[config.mk]
export PLATFORM = sky130hd
export DESIGN_NAME = vram_scan_arbiter_flat
export DESIGN_NICKNAME = d
export VERILOG_FILES = /design/src/rtl/vram_scan_arbiter_if.sv /design/src/rtl/vram_scan_arbiter.sv /design/src/flat_wrapper.sv
export SDC_FILE = /design/constraint.sdc
export NUM_CORES = 1
export LEC_CHECK = 0
export ABC_CLOCK_PERIOD_IN_PS = 3800
export BUFFER_PORTS_ARGS = -buffer_cell sky130_fd_sc_hd__buf_4
export CORE_ASPECT_RATIO = 0.5
export CORE_MARGIN = 1.5
export CORE_UTILIZATION = 45
export CTS_CLUSTER_DIAMETER = 50
export DETAILED_ROUTE_END_ITERATION = 16
export MAX_ROUTING_LAYER = met4
export PLACE_DENSITY_LB_ADDON = 0.3
export SLEW_MARGIN = 30
export SYNTH_ARGS = -nofsm -noshare
export SYNTH_HDL_FRONTEND = slang
export SYNTH_SLANG_ARGS = --single-unit
[constraint.sdc]
create_clock -name clk -period 3.8 [get_ports clk]
set_input_delay 0.76 -clock clk [delete_from_list [all_inputs] [get_ports clk]]
set_output_delay 0.76 -clock clk [all_outputs]
set_load 0.005 [all_outputs]
[src/rtl/vram_scan_arbiter_if.sv]
`default_nettype none
// ============================================================================
// Module      : vram_scan_arbiter_if
// Description : Writer request/acknowledge bus into the VRAM scan arbiter.
// Revision    : 1.0  initial release
// ============================================================================
interface vram_scan_arbiter_if #(
    parameter int ADDR_W = 15,
    parameter int DATA_W = 12
) ();
    logic              wr_req;
    logic [ADDR_W-1:0] wr_addr;
    logic [DATA_W-1:0] wr_data;
    logic              wr_ack;
    logic              wr_oob;

    // master = game-logic writer, slave = arbiter
    modport master (
        output wr_req,
        output wr_addr,
        output wr_data,
        input  wr_ack,
        input  wr_oob
    );

    modport slave (
        input  wr_req,
        input  wr_addr,
        input  wr_data,
        output wr_ack,
        output wr_oob
    );
endinterface
`default_nettype wire

[src/rtl/vram_scan_arbiter.sv]
`default_nettype none
// ============================================================================
// Module      : vram_scan_arbiter
// Description : Single-port VRAM owner; display scan-out reads win on visible
//               pixel ticks, writer gets the remaining slots.
// Revision    : 1.0  initial release
// ============================================================================
module vram_scan_arbiter #(
    parameter int H_VISIBLE = 640,
    parameter int V_VISIBLE = 480,
    parameter int FB_W      = 160,
    parameter int FB_H      = 120,
    parameter int ADDR_W    = 15,
    parameter int DATA_W    = 12
) (
    input  logic                  clk,
    input  logic                  reset,
    input  logic                  pix_tick,
    input  logic [9:0]            hcount,
    input  logic [9:0]            vcount,
    vram_scan_arbiter_if.slave    wr,
    output logic [ADDR_W-1:0]     mem_addr,
    output logic                  mem_we,
    output logic [DATA_W-1:0]     mem_wdata,
    input  logic [DATA_W-1:0]     mem_rdata,
    output logic [DATA_W-1:0]     rgb,
    output logic                  frame_tick
);

    localparam logic [ADDR_W-1:0] c_fb_w    = ADDR_W'(FB_W);
    localparam logic [ADDR_W-1:0] c_fb_size = ADDR_W'(FB_W * FB_H);
    localparam logic [9:0]        c_h_vis   = 10'(H_VISIBLE);
    localparam logic [9:0]        c_v_vis   = 10'(V_VISIBLE);

    typedef enum logic [1:0] {
        S_IDLE  = 2'd0,
        S_DISP  = 2'd1,
        S_WRITE = 2'd2,
        S_HOLD  = 2'd3
    } state_t;

    state_t            r_state;
    state_t            w_next;
    logic              w_issue_disp;
    logic              w_issue_wr;
    logic              w_active;
    logic              w_disp;
    logic              w_wr_ok;
    logic              w_wr_in_range;
    logic [ADDR_W-1:0] w_disp_addr;

    logic [ADDR_W-1:0] r_mem_addr;
    logic              r_mem_we;
    logic [DATA_W-1:0] r_mem_wdata;
    logic              r_wr_ack;
    logic              r_wr_oob;
    logic [DATA_W-1:0] r_rgb;
    logic              r_frame_tick;
    logic              r_rd_valid;
    logic              r_rd_blank;

    assign w_active      = (hcount < c_h_vis) && (vcount < c_v_vis);
    assign w_disp        = pix_tick && w_active;
    assign w_disp_addr   = ADDR_W'(vcount >> 2) * c_fb_w + ADDR_W'(hcount >> 2);
    assign w_wr_in_range = wr.wr_addr < c_fb_size;
    // The cycle with wr_ack high is the writer's mandatory gap, so a held
    // request can be granted again from HOLD, giving one write per 2 clks.
    assign w_wr_ok       = wr.wr_req && !r_wr_ack;

    always_ff @(posedge clk) begin
        if (reset) begin
            r_state <= S_IDLE;
        end else begin
            r_state <= w_next;
        end
    end

    always_comb begin
        w_next       = S_IDLE;
        w_issue_disp = 1'b0;
        w_issue_wr   = 1'b0;
        if (w_disp) begin
            w_next       = S_DISP;
            w_issue_disp = 1'b1;
        end else if (r_state == S_WRITE) begin
            w_next = S_HOLD;
        end else if (w_wr_ok) begin
            w_next     = S_WRITE;
            w_issue_wr = 1'b1;
        end
    end

    always_ff @(posedge clk) begin
        if (reset) begin
            r_mem_addr   <= '0;
            r_mem_we     <= 1'b0;
            r_mem_wdata  <= '0;
            r_wr_ack     <= 1'b0;
            r_wr_oob     <= 1'b0;
            r_rgb        <= '0;
            r_frame_tick <= 1'b0;
            r_rd_valid   <= 1'b0;
            r_rd_blank   <= 1'b0;
        end else begin
            r_wr_ack     <= w_issue_wr;
            r_mem_we     <= w_issue_wr && w_wr_in_range;
            r_frame_tick <= pix_tick && (vcount == c_v_vis) && (hcount == '0);

            if (w_issue_disp) begin
                r_mem_addr <= w_disp_addr;
            end else if (w_issue_wr) begin
                r_mem_addr  <= wr.wr_addr;
                r_mem_wdata <= wr.wr_data;
            end

            if (w_issue_wr && !w_wr_in_range) begin
                r_wr_oob <= 1'b1;
            end

            // Blank ticks run through the same two-stage pipe so rgb goes
            // to black with the same latency as a visible pixel.
            r_rd_valid <= pix_tick;
            r_rd_blank <= !w_active;
            if (r_rd_valid) begin
                r_rgb <= r_rd_blank ? '0 : mem_rdata;
            end
        end
    end

    assign mem_addr   = r_mem_addr;
    assign mem_we     = r_mem_we;
    assign mem_wdata  = r_mem_wdata;
    assign rgb        = r_rgb;
    assign frame_tick = r_frame_tick;
    assign wr.wr_ack  = r_wr_ack;
    assign wr.wr_oob  = r_wr_oob;

endmodule
`default_nettype wire

[src/flat_wrapper.sv]
// flat-port wrapper written by rule: the top's interface ports become plain ports
module vram_scan_arbiter_flat 
#(
    parameter int H_VISIBLE = 640,
    parameter int V_VISIBLE = 480,
    parameter int FB_W      = 160,
    parameter int FB_H      = 120,
    parameter int ADDR_W    = 15,
    parameter int DATA_W    = 12
)
  (clk, reset, pix_tick, hcount, vcount, mem_addr, mem_we, mem_wdata, mem_rdata, rgb, frame_tick, wr_wr_req, wr_wr_addr, wr_wr_data, wr_wr_ack, wr_wr_oob);
  vram_scan_arbiter_if #(.ADDR_W(ADDR_W), .DATA_W(DATA_W)) wr_i ();
  input  logic clk;
  input  logic reset;
  input  logic pix_tick;
  input  logic [9:0] hcount;
  input  logic [9:0] vcount;
  output logic [ADDR_W-1:0] mem_addr;
  output logic mem_we;
  output logic [DATA_W-1:0] mem_wdata;
  input  logic [DATA_W-1:0] mem_rdata;
  output logic [DATA_W-1:0] rgb;
  output logic frame_tick;
  input wire logic [$bits(wr_i.wr_req)-1:0] wr_wr_req;
  input wire logic [$bits(wr_i.wr_addr)-1:0] wr_wr_addr;
  input wire logic [$bits(wr_i.wr_data)-1:0] wr_wr_data;
  output wire logic [$bits(wr_i.wr_ack)-1:0] wr_wr_ack;
  output wire logic [$bits(wr_i.wr_oob)-1:0] wr_wr_oob;
  assign wr_i.wr_req = wr_wr_req;
  assign wr_i.wr_addr = wr_wr_addr;
  assign wr_i.wr_data = wr_wr_data;
  assign wr_wr_ack = wr_i.wr_ack;
  assign wr_wr_oob = wr_i.wr_oob;
  vram_scan_arbiter #(.H_VISIBLE(H_VISIBLE), .V_VISIBLE(V_VISIBLE), .FB_W(FB_W), .FB_H(FB_H), .ADDR_W(ADDR_W), .DATA_W(DATA_W)) u_core (.clk(clk), .reset(reset), .pix_tick(pix_tick), .hcount(hcount), .vcount(vcount), .wr(wr_i), .mem_addr(mem_addr), .mem_we(mem_we), .mem_wdata(mem_wdata), .mem_rdata(mem_rdata), .rgb(rgb), .frame_tick(frame_tick));
endmodule
==> impl_metrics.toml, run 1 <==
[die]
coreArea_sq_mm = 0.005090
io-pin-count = 106
initial_core_util_pct = 48.11
design.die.area_sq_mm = 0.005920
rows = 18
fp.dieH_um = 55.16
die_w_um = 107.3

[clock_tree]
clock_latency_ns = 0.30
clock_path_buffers = 2
cts_hold_buffers = 0
cts_buffers = 5
root_buffer = "clkbuf_8"
cts_resized = 0
clk_pin_slew_worst_paths_ns = 0.09
ctsHtreeMaxLevel = 2
cts_setup_buffers = 0
cts.sinks = 47
cts_tree = "yes"

[yosys]
netlist_instances = 281
ys_ff_latch = 47
synth_edf_count = 0
ys_seq_area_share_pct = 38.43
yosysMostFrequentCell = "dfxtp_1"
syn_nets = 361
synth.area.top_cells = "dfxtp_1 (38%), ha_1 (7.7%), a21oi_1 (6.1%)"
synth_top_area_cell = "dfxtp_1"
synth_ff_type = "dfxtp_1"
synth_commonest_cells = "dfxtp_1 (47), a21oi_1 (30), nand2_1 (28), nor2_1 (28), nor2b_1 (22)"
ys_warn_count = 0
syn_area_per_cell_sq_um = 8.714
syn-cell-area_sq_mm = 0.002449
netlist.area_leader.share_pct = 38.43
synth_cell_types = 46
synthArstFlopShare_pct = 0

[placed_design]
dp_hpwl_um = 4858
io_buffer_count = 105
gp_congestion = 0.8395
placed_cell_area_sq_mm = 0.003286

[detailed_routing]
ant_nets = 0
drc = 0
avgRoutedWirePerCell_um = 13.75
vias = 2313
viasPerCell = 5.117
drt-initial-drc-count = 209
wirelength_um = 6213
first_pass_iters = 5

[setup_path]
slowest_delay_ns = 0.54
cp.arrival_ns = 3.16
ff2ff_setup_slack_ns = 1.87
r2r_end = "u_core.mem_addr[7]"
crit_top_cell = "ha_1"
crit_fanout = 4
critPathLaunchType = "primary input"
crit_buf_inv = 2
crit_slowest_cell = "or4b_4"
critPathTopFamily = "adder cells"
crit_type = "primary input to register"
path_cells = "buf_4 > ha_1 > ha_1 > inv_1 > fa_1 > xnor2_1 > nand2b_1 > or4b_4 > o311a_1 > a211oi_2"
required_ns = 4.03
cp-end-kind = "register"
r2r_start = "u_core.wr.wr_ack"
r2r_cells = 6

[status]
status = "finished clean"

[cells_and_area]
seqCellArea_sq_um = 940.9
syn_to_final_growth_pct = 38.22
design_area_sq_mm = 0.003385
final_core_util_pct = 66.49
multi_input_area_sq_mm = 0.001428
n_antenna_cell = 0
layout.nets = 461
drive_above_1_share_pct = 31.94
fill_cells = 426

[global_routing]
grt-ovfl-total = 0
grt_pass1_vias = 1984
grt_max_degree = 47
grt_pass1_wl_um = 9418
antenna_found_initial = 0
grt_usage_pct = 21.32

[timing]
rsz0062_at_grt = "false"
period_share_pct = 77.25
fin_setup_tns_ns = 0
fmax_mhz = 340.7
drv_slew = 0
clock_skew_ns = 0.006865
hold_slack_ns = 0.4588
maxSlewHeadroom_pct = 50.29
worst_pin_slew_ns = 0.7441
setup_viol = 0
final_hold_viol_count = 0
period_minus_slack_ns = 2.935

[worst_hold_path]
hold_start = "u_core.mem_wdata[6]"
min_path_cells = 2
hold_class = "register to register"
whs_endpoint = "u_core.mem_wdata[6]"

[power_and_ir_drop]
ir_worst_vdd_mv = 0.1597
power.density_mw_per_mm2 = 353.5
leakagePower_nw = 1.526
p_total_w = 0.001197

[run]
drv_cap = 0
-- tightest hold or removal path, stage by stage (launching register included) --
cell	delay, ns
dfxtp_1	0.32
nand2_1	0.05
a21oi_1	0.05
-- power breakdown --
group / switching, W / internal, W / total [W]
clock: 0.000175 / 0.000149 / 0.000324
combinational: 0.000157 / 0.000171 / 0.000328
sequential: 0.0000182 / 0.000527 / 0.000545
-- placed cells by master, fill, tap and decap left out, types with 2 or more instances in the layout --
master / count
a211oi_1: 16
inv_1: 7
and4_1: 2
o31a_1: 2
o21ai_0: 6
nand4_1: 2
a21o_1: 3
nand2_1: 28
a31oi_1: 2
clkbuf_8: 6
nor2_1: 28
ha_1: 15
dfxtp_1: 47
nor2b_1: 21
mux2i_1: 12
a21oi_1: 30
xnor2_1: 4
nor3_1: 6
nor4_1: 4
nand2b_1: 4
buf_4: 107
xor2_1: 3
fa_1: 2
-- layer usage --
| metal | up-vias | part of all wire [%] | GRT usage, % |
|---|---|---|---|
| li1 | 1192 | - | - |
| met1 | 1055 | 47 | 26.89 |
| met2 | 61 | 47 | 37.05 |
| met3 | 5 | 5.2 | 3.162 |
| met4 | 0 | 0.72 | 5.333 |
| met5 | - | 0 | - |
-- state kept, by name (all words and copies together), names as in the netlist --
signal,cells
u_core.frame_tick,1
u_core.rgb,12
u_core.mem_wdata,12
u_core.mem_addr,15
u_core.r_state,2
u_core.r_rd_blank,1
u_core.wr.wr_oob,1
u_core.wr.wr_ack,1
u_core.mem_we,1
u_core.r_rd_valid,1
-- cell type report --
class / count / share of cell area (%)
repair buffers: 107 / 23.73
well taps: 70 / 2.588
multi-input cells: 213 / 42.18
flip-flops and latches: 47 / 27.80
clock buffers: 6 / 2.440
inverters: 7 / 0.7763
clock inverters: 2 / 0.4806
-- through the flow --
step	worst slack (ns)	cells
final	0.8646	452
after global routing	0.7602	452
after CTS	0.8646	452
after detailed placement	0.5478	444
after global placement	0.6009	444
after floorplan	0.8007	281
-- worst max path at each step --
| stage | start | to | cells after the start |
|---|---|---|---|
| after floorplan | vcount[3] | u_core.mem_addr[14] | 9 |
| after CTS | vcount[3] | u_core.mem_addr[14] | 10 |
| after global routing | vcount[3] | u_core.mem_addr[14] | 10 |
| after detailed placement | vcount[3] | u_core.mem_addr[14] | 10 |
| final | vcount[3] | u_core.mem_addr[14] | 10 |
| after global placement | vcount[3] | u_core.mem_addr[14] | 10 |
-- kinds of logic (layout without fill, tap and decap cells) --
group / after synthesis / count (layout) / share of synthesized area (%)
fa+ha+maj: 17 / 17 / 9.300
xor+xnor: 7 / 7 / 2.504
buf+inv: 21 / 122 / 3.373
mux: 13 / 13 / 5.366
simple gates: 107 / 107 / 22.53
compound gates: 69 / 69 / 18.50
flops: 47 / 47 / 38.43
No activity file was read; power rests on OpenSTA's default activity.
==> run 2, diff against run 1 <==
Settings changed: ABC_CLOCK_PERIOD_IN_PS 3800 to 2800.
Clock period 3.8 ns to 2.8 ns, I/O delays scaled along.
==> run 2 against run 1 <==
Net effect:
- first-iteration DRC count fell by 38%
- critical endpoint unchanged
- clock power up 60%
- total power is 43% higher
- worst hold slack got worse by 0.00063 ns
==> impl_metrics.toml, run 2 (same netlist as run 1, synthesis figures left out) <==
[detailed_routing]
drc = 0
avgRoutedWirePerCell_um = 13.38
drt-initial-drc-count = 129
ant_nets = 0
vias = 2347
first_pass_iters = 4
viasPerCell = 5.102
wirelength_um = 6156

[clock_tree]
clk_pin_slew_worst_paths_ns = 0.09
cts_resized = 0
clock_path_buffers = 2
cts_buffers = 5
cts.sinks = 47
clock_latency_ns = 0.30
cts_tree = "yes"
cts_setup_buffers = 0
cts_hold_buffers = 0
ctsHtreeMaxLevel = 2
root_buffer = "clkbuf_8"

[timing]
maxSlewHeadroom_pct = 52.95
setup_viol = 0
hold_slack_ns = 0.4582
final_hold_viol_count = 0
worst_pin_slew_ns = 0.7043
fmax_mhz = 380.3
period_share_pct = 93.91
clock_skew_ns = 0.008005
drv_slew = 0
rsz0062_at_grt = "false"
period_minus_slack_ns = 2.630

[die]
rows = 18
coreArea_sq_mm = 0.005090
design.die.area_sq_mm = 0.005920
initial_core_util_pct = 48.11
io-pin-count = 106
die_w_um = 107.3
fp.dieH_um = 55.16

[cells_and_area]
largest_reg_flops = 15
final_cell_mix = "buf_4 (115), dfxtp_1 (47), a21oi_1 (30)"
multi_input_area_sq_mm = 0.001428
syn_to_final_growth_pct = 41.59
drive_above_1_share_pct = 33.33
n_antenna_cell = 0
final_common_cell = "buf_4"
fill_cells = 418
seqCellArea_sq_um = 940.9
layout.nets = 469

[setup_path]
critPathLaunchType = "primary input"
crit_type = "primary input to register"
required_ns = 3.02
cp-end-kind = "register"
cp.arrival_ns = 2.85
crit_fanout = 3

[global_routing]
grt_pass1_wl_um = 9777
grt_usage_pct = 22.03
grt_max_degree = 47
grt-ovfl-total = 0
antenna_found_initial = 0
grt_pass1_vias = 2190

[power_and_ir_drop]
p_sw_share_pct = 26.99
p_int_w = 0.001252
pwr-share-comb_pct = 26.7
p_sw_w = 0.0004627
p_seq_share_pct = 43.1
leakagePower_nw = 1.579
p_total_w = 0.001714
power_frac_clock_pct = 30.2
power.density_mw_per_mm2 = 494.4
ir_worst_vdd_mv = 0.3030

[placed_design]
gp_congestion = 0.8176
io_buffer_count = 105
dp_hpwl_um = 4922

[worst_hold_path]
hold_class = "register to register"

[run]
drv_cap = 0

[status]
status = "finished clean"
run 2: metrics by stage:
stage               std cells  TNS, ns  cell area [sq um]  utilization (%)  worst slack [ns]
floorplan                 281        0               2449                -         0.0006777
global placement          452  -0.1219               3346            65.73          -0.08121
detailed placement        452  -0.2851               3346            65.73           -0.1556
CTS                       460        0               3467            68.12            0.1504
global route              460        0               3467            68.12           0.03276
finish                    460        0               3467            68.12            0.1705
run 2: worst paths after layout:
path	start	endpoint	slack (ns)	cells past startpoint
hold / removal	u_core.mem_wdata[1]	u_core.mem_wdata[1]	0.46	2
setup / recovery	vcount[3]	u_core.mem_addr[14]	0.17	10
setup reg to reg	u_core.wr.wr_ack	u_core.mem_wdata[8]	0.93	5
hold reg to reg	u_core.mem_wdata[1]	u_core.mem_wdata[1]	0.46	2
run 2: cell type report:
cell class              count  share of cell area, %
well taps                  70                  2.526
clock buffers               6                  2.382
clock inverters             2                  1.119
multi-input cells         213                  41.18
repair buffers            115                  24.90
inverters                   7                 0.7578
flip-flops and latches     47                  27.14
run 2: critical path, cell delays in order:
cell	delay (ns)
buf_4	0.11
ha_1	0.28
ha_1	0.17
inv_1	0.06
fa_1	0.40
xnor2_1	0.19
nand2b_1	0.10
or4b_4	0.53
o311a_1	0.31
a211oi_2	0.13
run 2: power groups by stage:
stage          Combinational, W  Clock (W)  Sequential [W]
2_1_floorplan          0.000251          0        0.000754
3_3_place_gp           0.000443          0        0.000752
3_5_place_dp           0.000456          0        0.000754
4_1_cts                0.000459   0.000529        0.000739
5_1_grt                0.000509   0.000557        0.000745
6_report               0.000457   0.000518        0.000739
run 2: layer usage:
| metal | up-vias | routed length [um] | global-route usage (%) |
|---|---|---|---|
| li1 | 1201 | - | - |
| met1 | 1072 | 2934 | 26.68 |
| met2 | 66 | 2871 | 38.75 |
| met3 | 8 | 277 | 3.630 |
| met4 | 0 | 73 | 7.333 |
| met5 | - | 0 | - |
